--- config.mk ---
export PLATFORM = sky130hd
export DESIGN_NAME = matmul_bitserial_seq_flat
export DESIGN_NICKNAME = d
export VERILOG_FILES = /design/src/rtl/matmul_seq_pkg.sv /design/src/rtl/matmul_bitserial_seq_if.sv /design/src/rtl/matmul_bitserial_seq_trigger_pulse.sv /design/src/rtl/matmul_bitserial_seq.sv /design/src/flat_wrapper.sv
export SDC_FILE = /design/constraint.sdc
export NUM_CORES = 1
export LEC_CHECK = 0
export BUFFER_PORTS_ARGS = -buffer_cell sky130_fd_sc_hd__buf_2
export CAP_MARGIN = 40
export CORE_MARGIN = 1.5
export CORE_UTILIZATION = 40
export CTS_CLUSTER_SIZE = 12
export DETAILED_ROUTE_END_ITERATION = 16
export SLEW_MARGIN = 30
export SYNTH_ARGS = -nofsm -noshare
export SYNTH_HDL_FRONTEND = slang
export SYNTH_SLANG_ARGS = --single-unit
--- constraint.sdc ---
create_clock -name clk -period 3.1 [get_ports clk]
set_input_delay 0 -clock clk [delete_from_list [all_inputs] [get_ports clk]]
set_output_delay 0 -clock clk [all_outputs]
set_load 0.005 [all_outputs]
--- src/rtl/matmul_seq_pkg.sv ---
// matmul_seq_pkg: shared types and helpers for the bit-serial MVM sequencer.
//   state_t   - sequencer states
//   PHASE_*   - phase encodings (positive / negative input half)
//   sat_shl1  - left shift by one that saturates to all-ones of width w
package matmul_seq_pkg;

  typedef enum logic [3:0] {
    ST_IDLE,
    ST_EXT_ON,
    ST_INF_OFF,
    ST_SPI_TRIG,
    ST_SPI_WAIT,
    ST_INF_ON,
    ST_EXT_OFF,
    ST_CDS_TRIG,
    ST_CDS_WAIT,
    ST_SAMPLE_TRIG,
    ST_SAMPLE_WAIT,
    ST_PHASE_DONE
  } state_t;

  localparam logic PHASE_POS = 1'b0;
  localparam logic PHASE_NEG = 1'b1;

  // Doubling the pulse count must never wrap: once the MSB is set the next
  // doubling would overflow, so the result pins at all-ones.
  function automatic logic [31:0] sat_shl1(input logic [31:0] v, input int w);
    logic [31:0] mask;
    mask = (w >= 32) ? 32'hFFFF_FFFF : ((32'd1 << w) - 32'd1);
    if (v[w-1]) return mask;
    return (v << 1) & mask;
  endfunction

endpackage

--- src/rtl/matmul_bitserial_seq_if.sv ---
// matmul_bitserial_seq_if: host/engine-facing signal bundle of the sequencer.
//   slave  modport - the sequencer: takes start/config/idle, drives controls
//   master modport - host regs + SPI/neuron engines: the opposite directions
// Build option MATMUL_SEQ_TIMEOUT_EN adds the timeout_err status signal.
interface matmul_bitserial_seq_if #(
  parameter int NUM_CORES = 4,
  parameter int MAX_BITS  = 8,
  parameter int PULSE_W   = 8
);
  localparam int NB_W = $clog2(MAX_BITS + 1);
  localparam int BI_W = (MAX_BITS > 1) ? $clog2(MAX_BITS) : 1;

  logic                 trigger;
  logic                 abort;
  logic                 signed_mode;
  logic                 cds;
  logic                 reg_reset_en;
  logic [NB_W-1:0]      num_bits;
  logic [PULSE_W-1:0]   pulse_multiplier;
  logic [NUM_CORES-1:0] core_en;
  logic [NUM_CORES-1:0] neuron_idle;
  logic                 spi_idle;

  logic                 idle;
  logic                 done;
  logic [NUM_CORES-1:0] neuron_sample_trigger;
  logic [NUM_CORES-1:0] neuron_cds_trigger;
  logic                 spi_write_trigger;
  logic                 turn_off_inference;
  logic                 ext_inference_enable;
  logic                 phase;
  logic [BI_W-1:0]      bit_index;
  logic [PULSE_W-1:0]   num_pulses;
  logic                 reg_reset;
`ifdef MATMUL_SEQ_TIMEOUT_EN
  logic                 timeout_err;
`endif

  modport slave (
    input  trigger, abort, signed_mode, cds, reg_reset_en, num_bits,
           pulse_multiplier, core_en, neuron_idle, spi_idle,
    output idle, done, neuron_sample_trigger, neuron_cds_trigger,
           spi_write_trigger, turn_off_inference, ext_inference_enable,
           phase, bit_index, num_pulses, reg_reset
`ifdef MATMUL_SEQ_TIMEOUT_EN
    , output timeout_err
`endif
  );

  modport master (
    output trigger, abort, signed_mode, cds, reg_reset_en, num_bits,
           pulse_multiplier, core_en, neuron_idle, spi_idle,
    input  idle, done, neuron_sample_trigger, neuron_cds_trigger,
           spi_write_trigger, turn_off_inference, ext_inference_enable,
           phase, bit_index, num_pulses, reg_reset
`ifdef MATMUL_SEQ_TIMEOUT_EN
    , input timeout_err
`endif
  );

endinterface

--- src/rtl/matmul_bitserial_seq_trigger_pulse.sv ---
// seq_trigger_pulse: counts how long a trigger state has been occupied.
//   clk, rst - clock, async active-high reset
//   en       - high while the owning trigger state is occupied
//   fin      - high in the last (TRIG_CYCLES-th) cycle of the trigger
// The count is cleared whenever en is low, so every entry starts from zero.
module seq_trigger_pulse #(
  parameter int TRIG_CYCLES = 4
) (
  input  logic clk,
  input  logic rst,
  input  logic en,
  output logic fin
);
  localparam int CW = $clog2(TRIG_CYCLES + 1);

  logic [CW-1:0] cnt;

  always_ff @(posedge clk or posedge rst) begin
    if (rst)      cnt <= '0;
    else if (!en) cnt <= '0;
    else          cnt <= cnt + CW'(1);
  end

  assign fin = en && (cnt == CW'(TRIG_CYCLES - 1));

endmodule

--- src/rtl/matmul_bitserial_seq.sv ---
// matmul_bitserial_seq: bit-serial matrix-vector sequencer.
// Walks the input bits LSB first (one or two phases per bit), and for each
// phase drives SPI input write, then optional CDS and a sample on all enabled
// cores, doubling the pulse count per bit with saturation.
//   clk, rst - clock, async active-high reset
//   bus      - matmul_bitserial_seq_if.slave: start/abort/config, engine
//              idles in; sequencing controls and status out
// Build option MATMUL_SEQ_TIMEOUT_EN: wait states give up after
// TIMEOUT_CYCLES cycles, returning to IDLE with sticky bus.timeout_err.
module matmul_bitserial_seq
  import matmul_seq_pkg::*;
#(
  parameter int NUM_CORES   = 4,
  parameter int MAX_BITS    = 8,
  parameter int PULSE_W     = 8,
  parameter int TRIG_CYCLES = 4
`ifdef MATMUL_SEQ_TIMEOUT_EN
  , parameter int TIMEOUT_CYCLES = 65535
`endif
) (
  input  logic                   clk,
  input  logic                   rst,
  matmul_bitserial_seq_if.slave  bus
);
  localparam int NB_W = $clog2(MAX_BITS + 1);
  localparam int BI_W = (MAX_BITS > 1) ? $clog2(MAX_BITS) : 1;

  state_t state, next_state;

  // run configuration captured at start
  logic                 signed_lat, cds_lat, rr_en_lat;
  logic [NB_W-1:0]      nb_lat;
  logic [NUM_CORES-1:0] core_en_lat;

  logic                 phase_q;
  logic [BI_W-1:0]      bit_index_q;
  logic [PULSE_W-1:0]   num_pulses_q;

  logic                 start, all_idle, first_phase, last_bit, done_set;
  logic [NB_W-1:0]      nb_in;
  logic [2:0]           trig_en, trig_fin;   // [0]=spi [1]=cds [2]=sample

  // registered Moore outputs
  logic                 idle_q, done_q, spi_q, toff_q, ext_q, rr_q;
  logic [NUM_CORES-1:0] smp_q, cdst_q;
  logic                 o_idle, o_spi, o_toff, o_ext, o_rr;
  logic [NUM_CORES-1:0] o_smp, o_cdst;

  assign start       = (state == ST_IDLE) && bus.trigger && !bus.abort;
  assign nb_in       = (bus.num_bits > NB_W'(MAX_BITS)) ? NB_W'(MAX_BITS) : bus.num_bits;
  assign all_idle    = &(bus.neuron_idle | ~core_en_lat);
  assign first_phase = (bit_index_q == '0) && (phase_q == PHASE_POS);
  assign last_bit    = (NB_W'(bit_index_q) == nb_lat - NB_W'(1));

  assign trig_en = {state == ST_SAMPLE_TRIG, state == ST_CDS_TRIG, state == ST_SPI_TRIG};

  for (genvar g = 0; g < 3; g++) begin : g_trig
    seq_trigger_pulse #(.TRIG_CYCLES(TRIG_CYCLES)) u_trig (
      .clk (clk),
      .rst (rst),
      .en  (trig_en[g]),
      .fin (trig_fin[g])
    );
  end

`ifdef MATMUL_SEQ_TIMEOUT_EN
  localparam int TW = $clog2(TIMEOUT_CYCLES + 1);
  logic [TW-1:0] wt_cnt;
  logic          in_wait, tmo_hit, tmo_set, tmo_err_q;

  assign in_wait = state inside {ST_INF_OFF, ST_SPI_WAIT, ST_EXT_OFF, ST_CDS_WAIT, ST_SAMPLE_WAIT};
  assign tmo_hit = in_wait && (wt_cnt == TW'(TIMEOUT_CYCLES - 1));

  always_ff @(posedge clk or posedge rst) begin
    if (rst) begin
      wt_cnt    <= '0;
      tmo_err_q <= 1'b0;
    end else begin
      wt_cnt <= (in_wait && next_state == state) ? wt_cnt + TW'(1) : '0;
      if (start)        tmo_err_q <= 1'b0;
      else if (tmo_set) tmo_err_q <= 1'b1;
    end
  end

  assign bus.timeout_err = tmo_err_q;
`endif

  // state register
  always_ff @(posedge clk or posedge rst) begin
    if (rst) state <= ST_IDLE;
    else     state <= next_state;
  end

  // next state
  always_comb begin
    next_state = state;
    done_set   = 1'b0;
`ifdef MATMUL_SEQ_TIMEOUT_EN
    tmo_set    = 1'b0;
`endif
    unique case (state)
      ST_IDLE:
        if (bus.trigger) begin
          if (bus.num_bits != '0) next_state = ST_EXT_ON;
          else                    done_set   = 1'b1;
        end
      ST_EXT_ON:      next_state = ST_INF_OFF;
      ST_INF_OFF:     if (bus.spi_idle) next_state = ST_SPI_TRIG;
      ST_SPI_TRIG:    if (trig_fin[0])  next_state = ST_SPI_WAIT;
      ST_SPI_WAIT:    if (bus.spi_idle) next_state = ST_INF_ON;
      ST_INF_ON:      next_state = ST_EXT_OFF;
      ST_EXT_OFF:
        if (all_idle) next_state = (cds_lat && first_phase) ? ST_CDS_TRIG : ST_SAMPLE_TRIG;
      ST_CDS_TRIG:    if (trig_fin[1])  next_state = ST_CDS_WAIT;
      ST_CDS_WAIT:    if (all_idle)     next_state = ST_SAMPLE_TRIG;
      ST_SAMPLE_TRIG: if (trig_fin[2])  next_state = ST_SAMPLE_WAIT;
      ST_SAMPLE_WAIT: if (all_idle)     next_state = ST_PHASE_DONE;
      ST_PHASE_DONE:
        if (!(signed_lat && phase_q == PHASE_POS) && last_bit) begin
          next_state = ST_IDLE;
          done_set   = 1'b1;
        end else begin
          next_state = ST_EXT_ON;
        end
      default:        next_state = ST_IDLE;
    endcase
`ifdef MATMUL_SEQ_TIMEOUT_EN
    // a legitimate exit in the same cycle takes precedence over the timeout
    if (tmo_hit && next_state == state) begin
      next_state = ST_IDLE;
      tmo_set    = 1'b1;
    end
`endif
    if (bus.abort) begin
      next_state = ST_IDLE;
      done_set   = 1'b0;
`ifdef MATMUL_SEQ_TIMEOUT_EN
      tmo_set    = 1'b0;
`endif
    end
  end

  // output decode from next_state, registered below so it lines up with state
  always_comb begin
    o_idle = (next_state == ST_IDLE);
    o_ext  = next_state inside {ST_EXT_ON, ST_INF_OFF, ST_SPI_TRIG, ST_SPI_WAIT, ST_INF_ON};
    o_toff = next_state inside {ST_INF_OFF, ST_SPI_TRIG, ST_SPI_WAIT};
    o_spi  = (next_state == ST_SPI_TRIG);
    o_cdst = (next_state == ST_CDS_TRIG)    ? core_en_lat : '0;
    o_smp  = (next_state == ST_SAMPLE_TRIG) ? core_en_lat : '0;
    o_rr   = (next_state == ST_PHASE_DONE)  && rr_en_lat;
  end

  always_ff @(posedge clk or posedge rst) begin
    if (rst) begin
      idle_q <= 1'b1;
      done_q <= 1'b0;
      ext_q  <= 1'b0;
      toff_q <= 1'b0;
      spi_q  <= 1'b0;
      cdst_q <= '0;
      smp_q  <= '0;
      rr_q   <= 1'b0;
    end else begin
      idle_q <= o_idle;
      done_q <= done_set;
      ext_q  <= o_ext;
      toff_q <= o_toff;
      spi_q  <= o_spi;
      cdst_q <= o_cdst;
      smp_q  <= o_smp;
      rr_q   <= o_rr;
    end
  end

  // config latch and bit/phase/pulse bookkeeping
  always_ff @(posedge clk or posedge rst) begin
    if (rst) begin
      signed_lat   <= 1'b0;
      cds_lat      <= 1'b0;
      rr_en_lat    <= 1'b0;
      nb_lat       <= '0;
      core_en_lat  <= '0;
      phase_q      <= PHASE_POS;
      bit_index_q  <= '0;
      num_pulses_q <= '0;
    end else if (start) begin
      signed_lat   <= bus.signed_mode;
      cds_lat      <= bus.cds;
      rr_en_lat    <= bus.reg_reset_en;
      nb_lat       <= nb_in;
      core_en_lat  <= bus.core_en;
      phase_q      <= PHASE_POS;
      bit_index_q  <= '0;
      num_pulses_q <= bus.pulse_multiplier;
    end else if (state == ST_PHASE_DONE && !bus.abort) begin
      if (signed_lat && phase_q == PHASE_POS) begin
        phase_q <= PHASE_NEG;
      end else begin
        phase_q <= PHASE_POS;
        if (!last_bit) begin
          bit_index_q  <= bit_index_q + BI_W'(1);
          num_pulses_q <= PULSE_W'(sat_shl1(32'(num_pulses_q), PULSE_W));
        end
      end
    end
  end

  assign bus.idle                  = idle_q;
  assign bus.done                  = done_q;
  assign bus.ext_inference_enable  = ext_q;
  assign bus.turn_off_inference    = toff_q;
  assign bus.spi_write_trigger     = spi_q;
  assign bus.neuron_cds_trigger    = cdst_q;
  assign bus.neuron_sample_trigger = smp_q;
  assign bus.reg_reset             = rr_q;
  assign bus.phase                 = phase_q;
  assign bus.bit_index             = bit_index_q;
  assign bus.num_pulses            = num_pulses_q;

endmodule

--- src/flat_wrapper.sv ---
// flat-port wrapper written by rule: the top's interface ports become plain ports
module matmul_bitserial_seq_flat import matmul_seq_pkg::*;
#(
  parameter int NUM_CORES   = 4,
  parameter int MAX_BITS    = 8,
  parameter int PULSE_W     = 8,
  parameter int TRIG_CYCLES = 4

)
  (clk, rst, bus_trigger, bus_abort, bus_signed_mode, bus_cds, bus_reg_reset_en, bus_num_bits, bus_pulse_multiplier, bus_core_en, bus_neuron_idle, bus_spi_idle, bus_idle, bus_done, bus_neuron_sample_trigger, bus_neuron_cds_trigger, bus_spi_write_trigger, bus_turn_off_inference, bus_ext_inference_enable, bus_phase, bus_bit_index, bus_num_pulses, bus_reg_reset);
  matmul_bitserial_seq_if #(.NUM_CORES(NUM_CORES), .MAX_BITS(MAX_BITS), .PULSE_W(PULSE_W)) bus_i ();
  input  logic clk;
  input  logic rst;
  input wire logic [$bits(bus_i.trigger)-1:0] bus_trigger;
  input wire logic [$bits(bus_i.abort)-1:0] bus_abort;
  input wire logic [$bits(bus_i.signed_mode)-1:0] bus_signed_mode;
  input wire logic [$bits(bus_i.cds)-1:0] bus_cds;
  input wire logic [$bits(bus_i.reg_reset_en)-1:0] bus_reg_reset_en;
  input wire logic [$bits(bus_i.num_bits)-1:0] bus_num_bits;
  input wire logic [$bits(bus_i.pulse_multiplier)-1:0] bus_pulse_multiplier;
  input wire logic [$bits(bus_i.core_en)-1:0] bus_core_en;
  input wire logic [$bits(bus_i.neuron_idle)-1:0] bus_neuron_idle;
  input wire logic [$bits(bus_i.spi_idle)-1:0] bus_spi_idle;
  output wire logic [$bits(bus_i.idle)-1:0] bus_idle;
  output wire logic [$bits(bus_i.done)-1:0] bus_done;
  output wire logic [$bits(bus_i.neuron_sample_trigger)-1:0] bus_neuron_sample_trigger;
  output wire logic [$bits(bus_i.neuron_cds_trigger)-1:0] bus_neuron_cds_trigger;
  output wire logic [$bits(bus_i.spi_write_trigger)-1:0] bus_spi_write_trigger;
  output wire logic [$bits(bus_i.turn_off_inference)-1:0] bus_turn_off_inference;
  output wire logic [$bits(bus_i.ext_inference_enable)-1:0] bus_ext_inference_enable;
  output wire logic [$bits(bus_i.phase)-1:0] bus_phase;
  output wire logic [$bits(bus_i.bit_index)-1:0] bus_bit_index;
  output wire logic [$bits(bus_i.num_pulses)-1:0] bus_num_pulses;
  output wire logic [$bits(bus_i.reg_reset)-1:0] bus_reg_reset;
  assign bus_i.trigger = bus_trigger;
  assign bus_i.abort = bus_abort;
  assign bus_i.signed_mode = bus_signed_mode;
  assign bus_i.cds = bus_cds;
  assign bus_i.reg_reset_en = bus_reg_reset_en;
  assign bus_i.num_bits = bus_num_bits;
  assign bus_i.pulse_multiplier = bus_pulse_multiplier;
  assign bus_i.core_en = bus_core_en;
  assign bus_i.neuron_idle = bus_neuron_idle;
  assign bus_i.spi_idle = bus_spi_idle;
  assign bus_idle = bus_i.idle;
  assign bus_done = bus_i.done;
  assign bus_neuron_sample_trigger = bus_i.neuron_sample_trigger;
  assign bus_neuron_cds_trigger = bus_i.neuron_cds_trigger;
  assign bus_spi_write_trigger = bus_i.spi_write_trigger;
  assign bus_turn_off_inference = bus_i.turn_off_inference;
  assign bus_ext_inference_enable = bus_i.ext_inference_enable;
  assign bus_phase = bus_i.phase;
  assign bus_bit_index = bus_i.bit_index;
  assign bus_num_pulses = bus_i.num_pulses;
  assign bus_reg_reset = bus_i.reg_reset;
  matmul_bitserial_seq #(.NUM_CORES(NUM_CORES), .MAX_BITS(MAX_BITS), .PULSE_W(PULSE_W), .TRIG_CYCLES(TRIG_CYCLES)) u_core (.clk(clk), .rst(rst), .bus(bus_i));
endmodule
# --- Word-level counts from Yosys, hierarchy flattened ---
# Cells that the tools add are included.
classes:
  n_addsub: 5
  magnitude_cmp: 1
  n_eq_ne: 25
  mux: 43
  bitwise_logic: 3
  reduce_logical: 22
ops:
  columns: ["op", "count"]
  rows:
  - ["4-bit 2-to-1 mux", 15]
  - ["8-bit 2-to-1 mux", 6]
  - ["4-bit one-hot mux with 12 select lines", 1]
  - ["4-bit by 3-bit == test with 1-bit output (second input constant)", 7]
  - ["4-bit == test (second input constant)", 6]
  - ["3-bit 2-to-1 mux", 7]
  - ["4-bit by 2-bit == test with 1-bit output (second input constant)", 4]
  - ["1-bit 2-to-1 mux", 13]
  - ["3-bit by 1-bit adder with 3-bit output (second input constant)", 4]
  - ["1-bit logical AND", 11]
  - ["3-bit by 2-bit == test with 1-bit output (second input constant)", 3]
  - ["4-bit by 1-bit == test with 1-bit output (second input constant)", 2]
  - ["4-bit zero test", 2]
  - ["5-bit nonzero test", 1]
  - ["3-bit by 4-bit == test with 1-bit output", 1]
  - ["4-bit > comparator (second input constant)", 1]
  - ["2-bit by 1-bit inequality test with 1-bit output (second input constant)", 2]
  - ["4-bit inverter", 1]
  - ["4-bit OR", 1]
  - ["4-bit AND reduction", 1]
  - ["4-bit nonzero test", 1]
  - ["4-bit by 1-bit subtractor with 4-bit output (second input constant)", 1]
  - ["3-bit zero test", 1]
  - ["3-bit AND reduction", 1]
  - ["5 further kinds", 6]
totals:
  ff_bits: 50
  inputBits: 28
  out_inout_bits: 26
  elab_cells: 119

# --- Longest topological paths before layout ---
depth:
  ltp_word: 11
  ltp_mapped: 8

# --- By module ---
# From an unflattened synthesis, not the netlist that was laid out.
hier_totals:
  cells_unflattened: 262
  area_unflattened_um2: 2616.3
modules_own_cells:
  columns: ["mod", "n_inst", "cells_per_inst", "area_per_inst_um2", "seq_area_each_um2"]
  rows:
  - ["matmul_bitserial_seq", 1, 229, 2210.9, 1027.2]
  - ["seq_trigger_pulse", 3, 11, 135.1, 75.1]

# --- Worst setup path after synthesis ---
# Ideal clock, no wire load.
synth_timing:
  path_type: "register to register"
  from: "reg u_core.nb_lat[0]"
  to: "reg u_core.toff_q (netlist: u_core.bus.turn_off_inference)"
  setup_time_ps: 67
  arrival_time_ps: 2188
  required_ps: 3033
  slack_ps: 846
  stages_incl_launch_ff: 9
  period_less_slack_ps: 2254
  cell_sequence: "dfrtp_1 > inv_1 > ha_1 > xor2_1 > or4b_4 > a21o_1 > a2111oi_4 > buf_6 > a32o_2"
synth_via:
  elab_chain_cells: 8
synth_rtl:
  columns: ["item", "line", "rtl"]
  rows:
  - ["start: declaration", "matmul_bitserial_seq.sv:32", "logic [NB_W-1:0] nb_lat;"]
  - ["start signal: assignment", "matmul_bitserial_seq.sv:191", "nb_lat <= nb_in;"]
  - ["4-bit by 1-bit subtractor with 4-bit output *", "matmul_bitserial_seq.sv:53", "assign last_bit = (NB_W'(bit_index_q) == nb_lat - NB_W'(1));"]
  - ["3-bit by 4-bit == test with 1-bit output *", "matmul_bitserial_seq.sv:53", null]
  - ["1-bit logical AND *", "matmul_bitserial_seq.sv:119", "if (!(signed_lat && phase_q == PHASE_POS) && last_bit) begin"]
  - ["1-bit 2-to-1 mux *", "matmul_bitserial_seq.sv:119", null]
  - ["4-bit one-hot mux with 12 select lines *", "matmul_bitserial_seq.sv:101", "unique case (state)"]
  - ["4-bit 2-to-1 mux *", "matmul_bitserial_seq.sv:134", "if (bus.abort) begin"]
  - ["4-bit by 2-bit == test with 1-bit output / 4-bit by 3-bit == test with 1-bit output (equally long branches)", "matmul_bitserial_seq.sv:147", "o_toff = next_state inside {ST_INF_OFF, ST_SPI_TRIG, ST_SPI_WAIT};"]
  - ["3-bit nonzero test *", "matmul_bitserial_seq.sv:147", null]
  - ["net u_core.o_toff", "matmul_bitserial_seq.sv:46", "logic o_idle, o_spi, o_toff, o_ext, o_rr;"]
  - ["end signal: assignment", "matmul_bitserial_seq.sv:168", "toff_q <= o_toff;"]
  - ["end: declaration", "matmul_bitserial_seq.sv:44", "logic idle_q, done_q, spi_q, toff_q, ext_q, rr_q;"]
# The timed path passes the listed nets; every way through them passes the cells marked *.
# A chain may end at the register's enable or synchronous reset.

# --- Worst setup path in the final report ---
layout_timing:
  from: "reg u_core.nb_lat[0]"
  to: "reg u_core.idle_q (netlist: u_core.bus.idle)"
layout_via:
  elab_chain_cells: 7
layout_rtl:
  columns: ["item", "line", "rtl"]
  rows:
  - ["4-bit by 1-bit subtractor with 4-bit output", "matmul_bitserial_seq.sv:53", null]
  - ["3-bit by 4-bit == test with 1-bit output", "matmul_bitserial_seq.sv:53", null]
  - ["1-bit logical AND", "matmul_bitserial_seq.sv:119", null]
  - ["1-bit 2-to-1 mux", "matmul_bitserial_seq.sv:119", null]
  - ["4-bit one-hot mux with 12 select lines", "matmul_bitserial_seq.sv:101", null]
  - ["4-bit 2-to-1 mux", "matmul_bitserial_seq.sv:134", null]
  - ["4-bit zero test", "matmul_bitserial_seq.sv:145", "o_idle = (next_state == ST_IDLE);"]
  - ["net u_core.o_idle", "matmul_bitserial_seq.sv:46", null]
  - ["end signal: assignment", "matmul_bitserial_seq.sv:165", "idle_q <= o_idle;"]
  - ["end: declaration", "matmul_bitserial_seq.sv:44", null]
# The timed path passes the listed nets, and every way through them passes these cells.

==> impl_metrics.ini <==
[sta]
maxSlewViolCount = 0
holdWs_ns = 0.0361
rsz0062_at_grt = false
min_period_ns = 2.34
setup_violations = 0
hold_viol = 0
fin_worst_skew_ns = 0.00503
worstMarginPinSlew_ns = 0.649
period_share = 0.755
fin_tns_setup_ns = 0
max_freq_mhz = 427
slew_headroom = 0.565

[cells_and_area]
nets = 352
layoutNonFillerInstCount = 391
drive_above_1_share = 0.266
diodes = 0
mostFrequentLayoutCell = buf_2
area_growth_pct = 23.0
fill_cells = 565
layout_common_cells = buf_2, dfrtp_1, nand2_1, inv_1, dlygate4sd3_1

[floorplan]
start_util = 0.423
dieHeight_um = 82.8
coreArea_um2 = 6030
io_pins = 54
die_x_um = 82.8
rows = 28
dieArea_um2 = 6860

[logic_synthesis]
ys_types = 54
synth_nets = 284
synthesis.area_um2 = 2550
synth_warnings = 0
synthTopCellsByArea = dfrtp_1, nand2_1, ha_1
yosysSeqAreaShare = 0.491
avgSynthCellArea_um2 = 10.3
yosysTopAreaCell = dfrtp_1
synth.top_cell.area_share = 0.481
synth_flop_cell = dfrtp_1
synth_edf_count = 0
synthArstFlopShare = 1.00
ys_ff_latch = 50
synth_cells = 247

[power]
powerDensity_nw_per_um2 = 498
p_int_mw = 1.12
p_sw_frac = 0.283
finalPower_mw = 1.56
power_frac_seq = 0.508
p_leak_nw = 1.53
power_switching_uw = 443
power_frac_clock = 0.282
comb_power_share = 0.211
peakVddDrop_uv = 237

[global_route]
grt_util_all_layers = 0.175
use_met3 = 0.0417
grt-ovfl-total = 0
grt_max_degree = 51
grt_pass1_vias = 1940
met2_usage = 0.258
grt_pass1_wl_mm = 9.72
grt_busiest_layer = met1
antenna_found_initial = 0
grt_util_met1 = 0.258

[detailed_routing]
first_pass_iters = 4
wl_mm = 5.79
via_per_inst = 5.27
initialDrtViolationCount = 100
route.detailed.drc = 0
ant_nets = 0
post_drt_wl_per_cell_um = 14.8
vias = 2061

[clocking]
htreeDepth = 2
clock_path_buffers = 2
clk_pin_slew_ns = 0.09
clkSinkCount = 50
clock_latency_ns = 0.30
cts_tree = built
numCtsBuffers = 5
cts_setup_buffers = 0
clock-root-buffer = clkbuf_8

[worst_setup_path]
arrival_ns = 2.59
cp-end-kind = register
critical_path.max_fanout = 14
crit_required_ns = 3.35
path_class = reg -> reg
crit_path_start_kind = register

[placed_design]
placed_cells = 369
place.detailed.hpwl_mm = 3.94
portBuffers = 53
gp_congestion = 0.806

[hold_path]
hp-class = in -> reg

[status]
status = finished clean

[flow_run]
maxCapViolCount = 0
==> worst paths after layout <==
kind	from	end	slack [ns]	depth (start not counted)
max in group asynchronous	rst	u_core.bus.bit_index[1]	2.35	3
hold reg to reg	u_core.g_trig[1].u_trig.cnt[0]	u_core.g_trig[1].u_trig.cnt[0]	0.44	1
setup / recovery	u_core.nb_lat[0]	u_core.bus.idle	0.76	8
min in group asynchronous	rst	u_core.cds_lat	0.31	3
setup reg to reg	u_core.nb_lat[0]	u_core.bus.idle	0.76	8
hold / removal	bus_pulse_multiplier[3]	u_core.bus.num_pulses[3]	0.04	3
==> metrics by stage <==
stage                     cell area, um2   util  setup WS [ns]
final                               3140  0.520          0.760
after floorplan                     2550      -          0.846
after CTS                           3140  0.520          0.758
after global placement              2880  0.478          0.838
after global routing                3140  0.520          0.532
after detailed placement            2890  0.479          0.777
==> cells in the mapped netlist (6+ instances only) <==
library cell,number
dfrtp_1,49
nand2_1,35
inv_1,17
nor2_1,10
ha_1,9
o21ai_0,9
or3_1,9
nor4b_1,8
o221a_2,7
nand3b_1,6
nor3_1,6
nor4_1,6
==> routing by layer <==
metal / vias to the layer above / share of wire
met3: 7 / 0.050
met4: 0 / 0.011
met2: 61 / 0.44
li1: 1024 / -
met1: 969 / 0.50
met5: - / 0
==> power groups by stage <==
stage | Clock [mW] | Combinational, mW | Sequential (mW)
2_1_floorplan | 0 | 0.217 | 0.788
3_3_place_gp | 0 | 0.311 | 0.805
3_5_place_dp | 0 | 0.316 | 0.806
4_1_cts | 0.457 | 0.331 | 0.793
5_1_grt | 0.486 | 0.370 | 0.806
6_report | 0.440 | 0.329 | 0.793
==> sequential cells by signal, summed over array words and instances, names as in the netlist <==
| name | count |
|---|---|
| u_core.signed_lat | 1 |
| u_core.bus.bit_index | 3 |
| u_core.cds_lat | 1 |
| u_core.bus.turn_off_inference | 1 |
| u_core.state | 4 |
| u_core.bus.idle | 1 |
| u_core.bus.phase | 1 |
| u_core.nb_lat | 4 |
| u_core.bus.reg_reset | 1 |
| u_core.bus.ext_inference_enable | 1 |
| u_core.rr_en_lat | 1 |
| u_core.bus.neuron_sample_trigger | 4 |
| u_core.bus.neuron_cds_trigger | 4 |
| u_core.bus.spi_write_trigger | 1 |
| u_core.g_trig.u_trig.cnt | 9 |
| u_core.bus.done | 1 |
| u_core.core_en_lat | 4 |
| u_core.bus.num_pulses | 8 |
==> cells by family after synthesis <==
family | share of synthesized area
compound gates | 0.140
fa+ha+maj | 0.0442
flops | 0.491
xor+xnor | 0.0137
simple gates | 0.244
mux | 0.0201
buf+inv | 0.0466
==> worst max-delay path, cell delays in order (launching register included) <==
cell       delay, ns
dfrtp_1         0.40
inv_1           0.08
ha_1            0.20
xor2_1          0.15
or4b_4          0.50
a21o_1          0.24
a2111oi_4       0.28
buf_4           0.25
o2111a_1        0.19
==> layout make-up <==
cell class / instances / area, um2 / share of cell area
timing repair buffer: 71 / 435 / 0.139
sequential: 50 / 1250 / 0.399
clock buffer: 8 / 110 / 0.0351
multi-input combinational: 170 / 1180 / 0.375
tap: 75 / 93.8 / 0.0299
inverter: 17 / 66.3 / 0.0211
==> timing repair <==
| action | in CTS | in global routing |
|---|---|---|
| hold buffers | 14 | 0 |
| resized for setup | 0 | 0 |
| endpoints found under the hold margin | 62 | 0 |
(Power assumes the default switching activity.)
